[config.mk]
export PLATFORM = sky130hd
export DESIGN_NAME = sme_failfunc_scheduler
export DESIGN_NICKNAME = d
export VERILOG_FILES = /design/src/rtl/sme_failfunc_scheduler_pkg.sv /design/src/rtl/sme_rr_arbiter.sv /design/src/rtl/sme_failfunc_scheduler.sv
export SDC_FILE = /design/constraint.sdc
export NUM_CORES = 1
export LEC_CHECK = 0
export CAP_MARGIN = 20
export CORE_AREA = 10 10 632 634
export DETAILED_ROUTE_END_ITERATION = 16
export DIE_AREA = 0 0 642 644
export PLACE_DENSITY = 0.3
export SYNTH_ARGS = -nofsm -noshare
export SYNTH_HDL_FRONTEND = slang
export SYNTH_SLANG_ARGS = --single-unit
[constraint.sdc]
create_clock -name clk -period 3.9 [get_ports clk]
set_clock_uncertainty 0.2 [all_clocks]
set_input_delay 0.78 -clock clk [delete_from_list [all_inputs] [get_ports clk]]
set_output_delay 0.78 -clock clk [all_outputs]
set_load 0.01 [all_outputs]
[src/rtl/sme_failfunc_scheduler_pkg.sv]
// Shared widths, timing constants and FSM encoding for the failure-function scheduler.
//   ByteW      : bits per pattern character
//   MaxPattern : pattern length in bytes
//   MaxPatAdd  : width of a pattern index / failure-function entry
//   FfTimeout  : RUN cycles allowed before the engine is declared hung
package sme_failfunc_scheduler_pkg;

  localparam int unsigned ByteW      = 8;
  localparam int unsigned MaxPattern = 32;
  localparam int unsigned MaxPatAdd  = 5;
  localparam int unsigned FfTimeout  = 40;

  typedef enum logic [1:0] {
    StIdle,
    StRun,
    StRelease,
    StResp
  } sched_state_e;

endpackage

[src/rtl/sme_rr_arbiter.sv]
// Combinational round-robin pick: first set request bit at or after rr_ptr, wrapping.
//   req       : pending request vector
//   rr_ptr    : index that has highest priority this cycle
//   grant     : one-hot grant (all zero when nothing is pending)
//   grant_idx : binary index of the granted requester
//   any       : at least one request pending
module sme_rr_arbiter #(
  parameter int unsigned NUM_REQ = 4,
  parameter int unsigned ID_W    = 2
) (
  input  logic [NUM_REQ-1:0] req,
  input  logic [ID_W-1:0]    rr_ptr,
  output logic [NUM_REQ-1:0] grant,
  output logic [ID_W-1:0]    grant_idx,
  output logic               any
);

  always_comb begin
    int unsigned k;
    grant     = '0;
    grant_idx = '0;
    any       = 1'b0;
    k         = 0;
    for (int unsigned i = 0; i < NUM_REQ; i++) begin
      k = (32'(rr_ptr) + i) % NUM_REQ;
      if (!any && req[k]) begin
        any       = 1'b1;
        grant[k]  = 1'b1;
        grant_idx = k[ID_W-1:0];
      end
    end
  end

endmodule

[src/rtl/sme_failfunc_scheduler.sv]
// Shares one DP_FailFunc engine among NUM_REQ pattern requesters.
// A round-robin pick latches the winner's pattern, drives the engine handshake
// (i_valid held until o_valid, then one idle cycle), and returns the failure-function
// vector tagged with the requester ID, or an all-zero vector with res_error on timeout.
//   clk, reset        : clock, asynchronous active-low reset
//   req_valid/ack     : per-requester level request, one-cycle one-hot accept pulse
//   req_pattern       : flattened patterns, slot k at [k*MAX_PATTERN*8 +: MAX_PATTERN*8]
//   req_last_idx      : flattened last pattern index per requester
//   res_*             : result handshake (valid/ready), owner id, vector, timeout flag
//   ff_*              : engine-side handshake and registered pattern/last index
module sme_failfunc_scheduler
  import sme_failfunc_scheduler_pkg::*;
#(
  parameter int unsigned NUM_REQ     = 4,
  parameter int unsigned ID_W        = 2,
  parameter int unsigned MAX_PATTERN = MaxPattern,
  parameter int unsigned PAT_ADDR_W  = MaxPatAdd,
  parameter int unsigned TIMEOUT     = FfTimeout
) (
  input  logic                              clk,
  input  logic                              reset,
  input  logic [NUM_REQ-1:0]                req_valid,
  input  logic [NUM_REQ*MAX_PATTERN*8-1:0]  req_pattern,
  input  logic [NUM_REQ*PAT_ADDR_W-1:0]     req_last_idx,
  output logic [NUM_REQ-1:0]                req_ack,
  output logic                              res_valid,
  input  logic                              res_ready,
  output logic [ID_W-1:0]                   res_id,
  output logic [PAT_ADDR_W*MAX_PATTERN-1:0] res_fail_func,
  output logic                              res_error,
  output logic                              ff_i_valid,
  output logic [MAX_PATTERN*8-1:0]          ff_pattern,
  output logic [PAT_ADDR_W-1:0]             ff_last_pat_idx,
  input  logic [PAT_ADDR_W*MAX_PATTERN-1:0] ff_o_fail_func,
  input  logic                              ff_o_valid
);

  localparam int unsigned PatW = MAX_PATTERN * ByteW;
  localparam int unsigned FfW  = PAT_ADDR_W * MAX_PATTERN;
  localparam int unsigned CntW = $clog2(TIMEOUT);

  sched_state_e         state_q, state_d;
  logic [ID_W-1:0]      rr_ptr_q, rr_ptr_d;
  logic [CntW-1:0]      cnt_q, cnt_d;
  logic [NUM_REQ-1:0]   req_ack_q, req_ack_d;
  logic                 res_valid_q, res_valid_d;
  logic [ID_W-1:0]      res_id_q, res_id_d;
  logic [FfW-1:0]       res_ff_q, res_ff_d;
  logic                 res_error_q, res_error_d;
  logic                 ff_i_valid_q, ff_i_valid_d;
  logic [PatW-1:0]      ff_pattern_q, ff_pattern_d;
  logic [PAT_ADDR_W-1:0] ff_last_q, ff_last_d;

  logic [NUM_REQ-1:0]   arb_grant;
  logic [ID_W-1:0]      arb_idx;
  logic                 arb_any;

  sme_rr_arbiter #(
    .NUM_REQ (NUM_REQ),
    .ID_W    (ID_W)
  ) u_arb (
    .req       (req_valid),
    .rr_ptr    (rr_ptr_q),
    .grant     (arb_grant),
    .grant_idx (arb_idx),
    .any       (arb_any)
  );

  always_comb begin
    state_d      = state_q;
    rr_ptr_d     = rr_ptr_q;
    cnt_d        = cnt_q;
    req_ack_d    = '0;
    res_valid_d  = res_valid_q;
    res_id_d     = res_id_q;
    res_ff_d     = res_ff_q;
    res_error_d  = res_error_q;
    ff_i_valid_d = ff_i_valid_q;
    ff_pattern_d = ff_pattern_q;
    ff_last_d    = ff_last_q;

    unique case (state_q)
      StIdle: begin
        if (arb_any) begin
          ff_pattern_d = req_pattern[arb_idx*PatW +: PatW];
          ff_last_d    = req_last_idx[arb_idx*PAT_ADDR_W +: PAT_ADDR_W];
          res_id_d     = arb_idx;
          req_ack_d    = arb_grant;
          ff_i_valid_d = 1'b1;
          // Explicit wrap so non-power-of-two NUM_REQ also works.
          rr_ptr_d     = (32'(arb_idx) == NUM_REQ - 1) ? '0 : arb_idx + ID_W'(1);
          cnt_d        = '0;
          state_d      = StRun;
        end
      end
      StRun: begin
        cnt_d = cnt_q + CntW'(1);
        // A result arriving on the last allowed cycle still counts as success.
        if (ff_o_valid) begin
          res_ff_d     = ff_o_fail_func;
          res_error_d  = 1'b0;
          ff_i_valid_d = 1'b0;
          state_d      = StRelease;
        end else if (cnt_q == CntW'(TIMEOUT - 1)) begin
          res_ff_d     = '0;
          res_error_d  = 1'b1;
          ff_i_valid_d = 1'b0;
          state_d      = StRelease;
        end
      end
      StRelease: begin
        // i_valid is already low here, giving the engine its cycle to drop back to idle.
        res_valid_d = 1'b1;
        state_d     = StResp;
      end
      StResp: begin
        if (res_ready) begin
          res_valid_d = 1'b0;
          res_error_d = 1'b0;
          state_d     = StIdle;
        end
      end
      default: state_d = StIdle;
    endcase
  end

  always_ff @(posedge clk or negedge reset) begin
    if (!reset) begin
      state_q      <= StIdle;
      rr_ptr_q     <= '0;
      cnt_q        <= '0;
      req_ack_q    <= '0;
      res_valid_q  <= 1'b0;
      res_id_q     <= '0;
      res_ff_q     <= '0;
      res_error_q  <= 1'b0;
      ff_i_valid_q <= 1'b0;
      ff_pattern_q <= '0;
      ff_last_q    <= '0;
    end else begin
      state_q      <= state_d;
      rr_ptr_q     <= rr_ptr_d;
      cnt_q        <= cnt_d;
      req_ack_q    <= req_ack_d;
      res_valid_q  <= res_valid_d;
      res_id_q     <= res_id_d;
      res_ff_q     <= res_ff_d;
      res_error_q  <= res_error_d;
      ff_i_valid_q <= ff_i_valid_d;
      ff_pattern_q <= ff_pattern_d;
      ff_last_q    <= ff_last_d;
    end
  end

  assign req_ack         = req_ack_q;
  assign res_valid       = res_valid_q;
  assign res_id          = res_id_q;
  assign res_fail_func   = res_ff_q;
  assign res_error       = res_error_q;
  assign ff_i_valid      = ff_i_valid_q;
  assign ff_pattern      = ff_pattern_q;
  assign ff_last_pat_idx = ff_last_q;

endmodule
==> results_dict.tcl <==
set metrics [dict create \
    syn_to_final_growth_pct 119 \
    critical-path-max-stage-delay_ps 550 \
    netlist_area_mm2 0.0229 \
    critPathCaptureType "flip-flop" \
    drive_gt1_share_pct 11.6 \
    worstPathArrival_ps 4160 \
    drt_iter0_drc 1421 \
    p_leak_uw 0.0203 \
    gp_congestion 0.899 \
    hold_violations 0 \
    ant_nets 0 \
    root_buffer "clkbuf_16" \
    crit_type "flip-flop to flip-flop" \
    via_count 26600 \
    core_area_mm2 0.387 \
    fin_crit_sh_pct 97.1 \
    syn_inst 1944 \
    dr.pass1.iters 5 \
    cts.htree.levels 3 \
    vdd_drop_max_uv 423 \
    grt_max_degree 72 \
    min_period_ps 3790 \
    grt_first_pass_wirelength_um 379000 \
    chipHeight_um 644 \
    yosys_register_bits 440 \
    crit_slowest_cell "mux2i_1" \
    hold_class "flip-flop to flip-flop" \
    r2r_slack_ps 110 \
    synth_cell_type_count 41 \
    holdWs_ps 283 \
    grt_pass1_vias 28000 \
    clock_sinks 440 \
    crit_fanout 21 \
    cts_tree "yes" \
    layout_commonest_cell "clkdlybuf4s50_1" \
    p_per_area_mw_per_mm2 856 \
    synthArstFlopShare_pct 100 \
    grt_usage_pct 14.4 \
    nNetsFinal 5009 \
    tns_ps 0 \
    synth_edf_count 0 \
    mostFrequentLayoutCells "clkdlybuf4s50_1 (1640), mux2i_1 (514), dfrtp_1 (440)" \
    rsz0062_at_grt "false" \
    cts_setup_buffers 0 \
    rows 229 \
    initial_core_util_pct 5.90 \
    place_hpwl_um 279000 \
    clockBufferDepth 4 \
    crit_top_cell "buf_12" \
    die_area_mm2 0.413 \
    ys_seq_area_share_pct 48.2 \
    worstPathRequired_ps 4280 \
    power_uw 42900 \
    outcome "complete, no violations" \
    cts.clk_slew.worst_paths_ps 60 \
    relSlewSlack_pct 41.6 \
    clkLatencyLatePin_ps 800 \
    io_buffers 1641 \
    drt-total-wl_um 312000 \
    cts_buffers 73 \
    synthesis.nets 3169 \
    ios 1642 \
    worst_pin_slew_ps 851 \
    via_per_inst 2.94 \
    drc 0 \
    fmax_mhz 264 \
    report.final.slew_viol_count 0 \
    syn_area_per_cell_um2 11.8 \
    antenna_found_initial 289 \
    yosys_warnings 0 \
    critPathLaunchType "flip-flop" \
    setup_viol 0 \
    max_cap_violations 0 \
    die_w_um 642 \
    synthFlopType "dfrtp_1" \
    grt_overflow 0 \
    path_cells "inv_1, ha_1, mux4_2, and2b_4, o21ai_1, o31a_2, buf_12, buf_12, mux2i_1, buf_4, o221ai_1" \
    wl_per_cell_um 34.4 \
]
==> Yosys cell counts (2+ instances only) <==
cell type / number / area, um2
and3_1: 2 / 12.5
nor2_1: 18 / 67.6
a22oi_1: 4 / 30.0
nand4_1: 2 / 12.5
nand2b_1: 3 / 18.8
o21ai_0: 11 / 55.1
buf_2: 45 / 225
a221oi_1: 4 / 35.0
mux4_2: 4 / 90.1
nor2b_1: 2 / 12.5
o21ai_1: 2 / 10.0
buf_6: 44 / 495
a21oi_1: 3 / 15.0
xor2_1: 4 / 35.0
ha_1: 13 / 163
a22o_1: 161 / 1410
inv_1: 5 / 18.8
o221ai_1: 262 / 2290
mux2_2: 2 / 22.5
dfrtp_1: 440 / 11000
nand2b_4: 2 / 27.5
clkbuf_1: 95 / 357
nand2_1: 276 / 1040
mux2i_1: 523 / 5240
==> metal layers <==
metal	track usage [%]	share of wire, %	vias up
met3	8.45	12	610
met5	0	0.43	-
li1	-	-	11200
met2	27.2	52	1403
met1	13.5	33	13200
met4	2.04	2.1	202
==> critical path, delay by kind of cell (launching register included) <==
kind	cells	cell delay, ps
buf+inv	4	920
mux	2	870
compound gates	3	500
flops	1	380
fa+ha+maj	1	350
simple gates	1	210
==> metrics by stage <==
step	utilization (%)	instance area, um2	setup WS [ps]	cells
2_1_floorplan	-	22900	838	1944
3_3_place_gp	12.3	47600	-642	8905
3_5_place_dp	12.3	47600	-671	8905
4_1_cts	12.9	50000	18.0	9028
5_1_grt	12.9	50000	0.814	9030
6_report	12.9	50100	112	9056
==> sequential cells by signal, summed over array words and instances (netlist names) <==
register	cells
ff_i_valid	1
ff_last_pat_idx	5
res_id	2
res_fail_func	160
res_error	1
ff_pattern	256
req_ack	4
res_valid	1
cnt_q	6
rr_ptr_q	2
state_q	2
==> layout make-up <==
cell class / count / area, um2
sequential: 440 / 11000
multi-input combinational: 1312 / 10800
clock inverter: 21 / 245
tap: 5197 / 6500
clock buffer: 101 / 2090
timing repair buffer: 1952 / 19400
fill: 43800 / 337000
antenna: 28 / 70.1
inverter: 5 / 18.8
==> where the power goes <==
group	switching, uW	internal, uW
clock network	2760	4010
registers	1910	6880
logic	14700	12600
==> cell families after synthesis <==
group           Yosys count  share of synthesized area, %
mux                     529                          23.4
compound gates          455                          17.2
flops                   440                          48.2
simple gates            310                          5.44
buf+inv                 192                          4.91
fa+ha+maj                13                         0.712
xor+xnor                  5                         0.192
==> path summary, 6_finish.rpt <==
kind	from	to	depth (start not counted)
setup / recovery	rr_ptr_q[0]$_DFFE_PN0P_	ff_pattern[200]$_DFFE_PN0P_	11
hold / removal	res_id[1]$_DFFE_PN0P_	res_id[1]$_DFFE_PN0P_	2
setup reg to reg	rr_ptr_q[0]$_DFFE_PN0P_	ff_pattern[200]$_DFFE_PN0P_	11
hold reg to reg	res_id[1]$_DFFE_PN0P_	res_id[1]$_DFFE_PN0P_	2
max in group asynchronous	reset	ff_pattern[103]$_DFFE_PN0P_	5
min in group asynchronous	reset	res_fail_func[39]$_DFFE_PN0P_	2
==> what timing repair did <==
| action | in CTS | in global routing |
|---|---|---|
| setup endpoints to repair | 3 | 5 |
| endpoints found under the hold margin | 53 | 0 |
| hold buffers | 1 | 0 |
| gates cloned | 0 | 0 |
| gates resized for setup | 4 | 5 |
(Power assumes the default switching activity.)
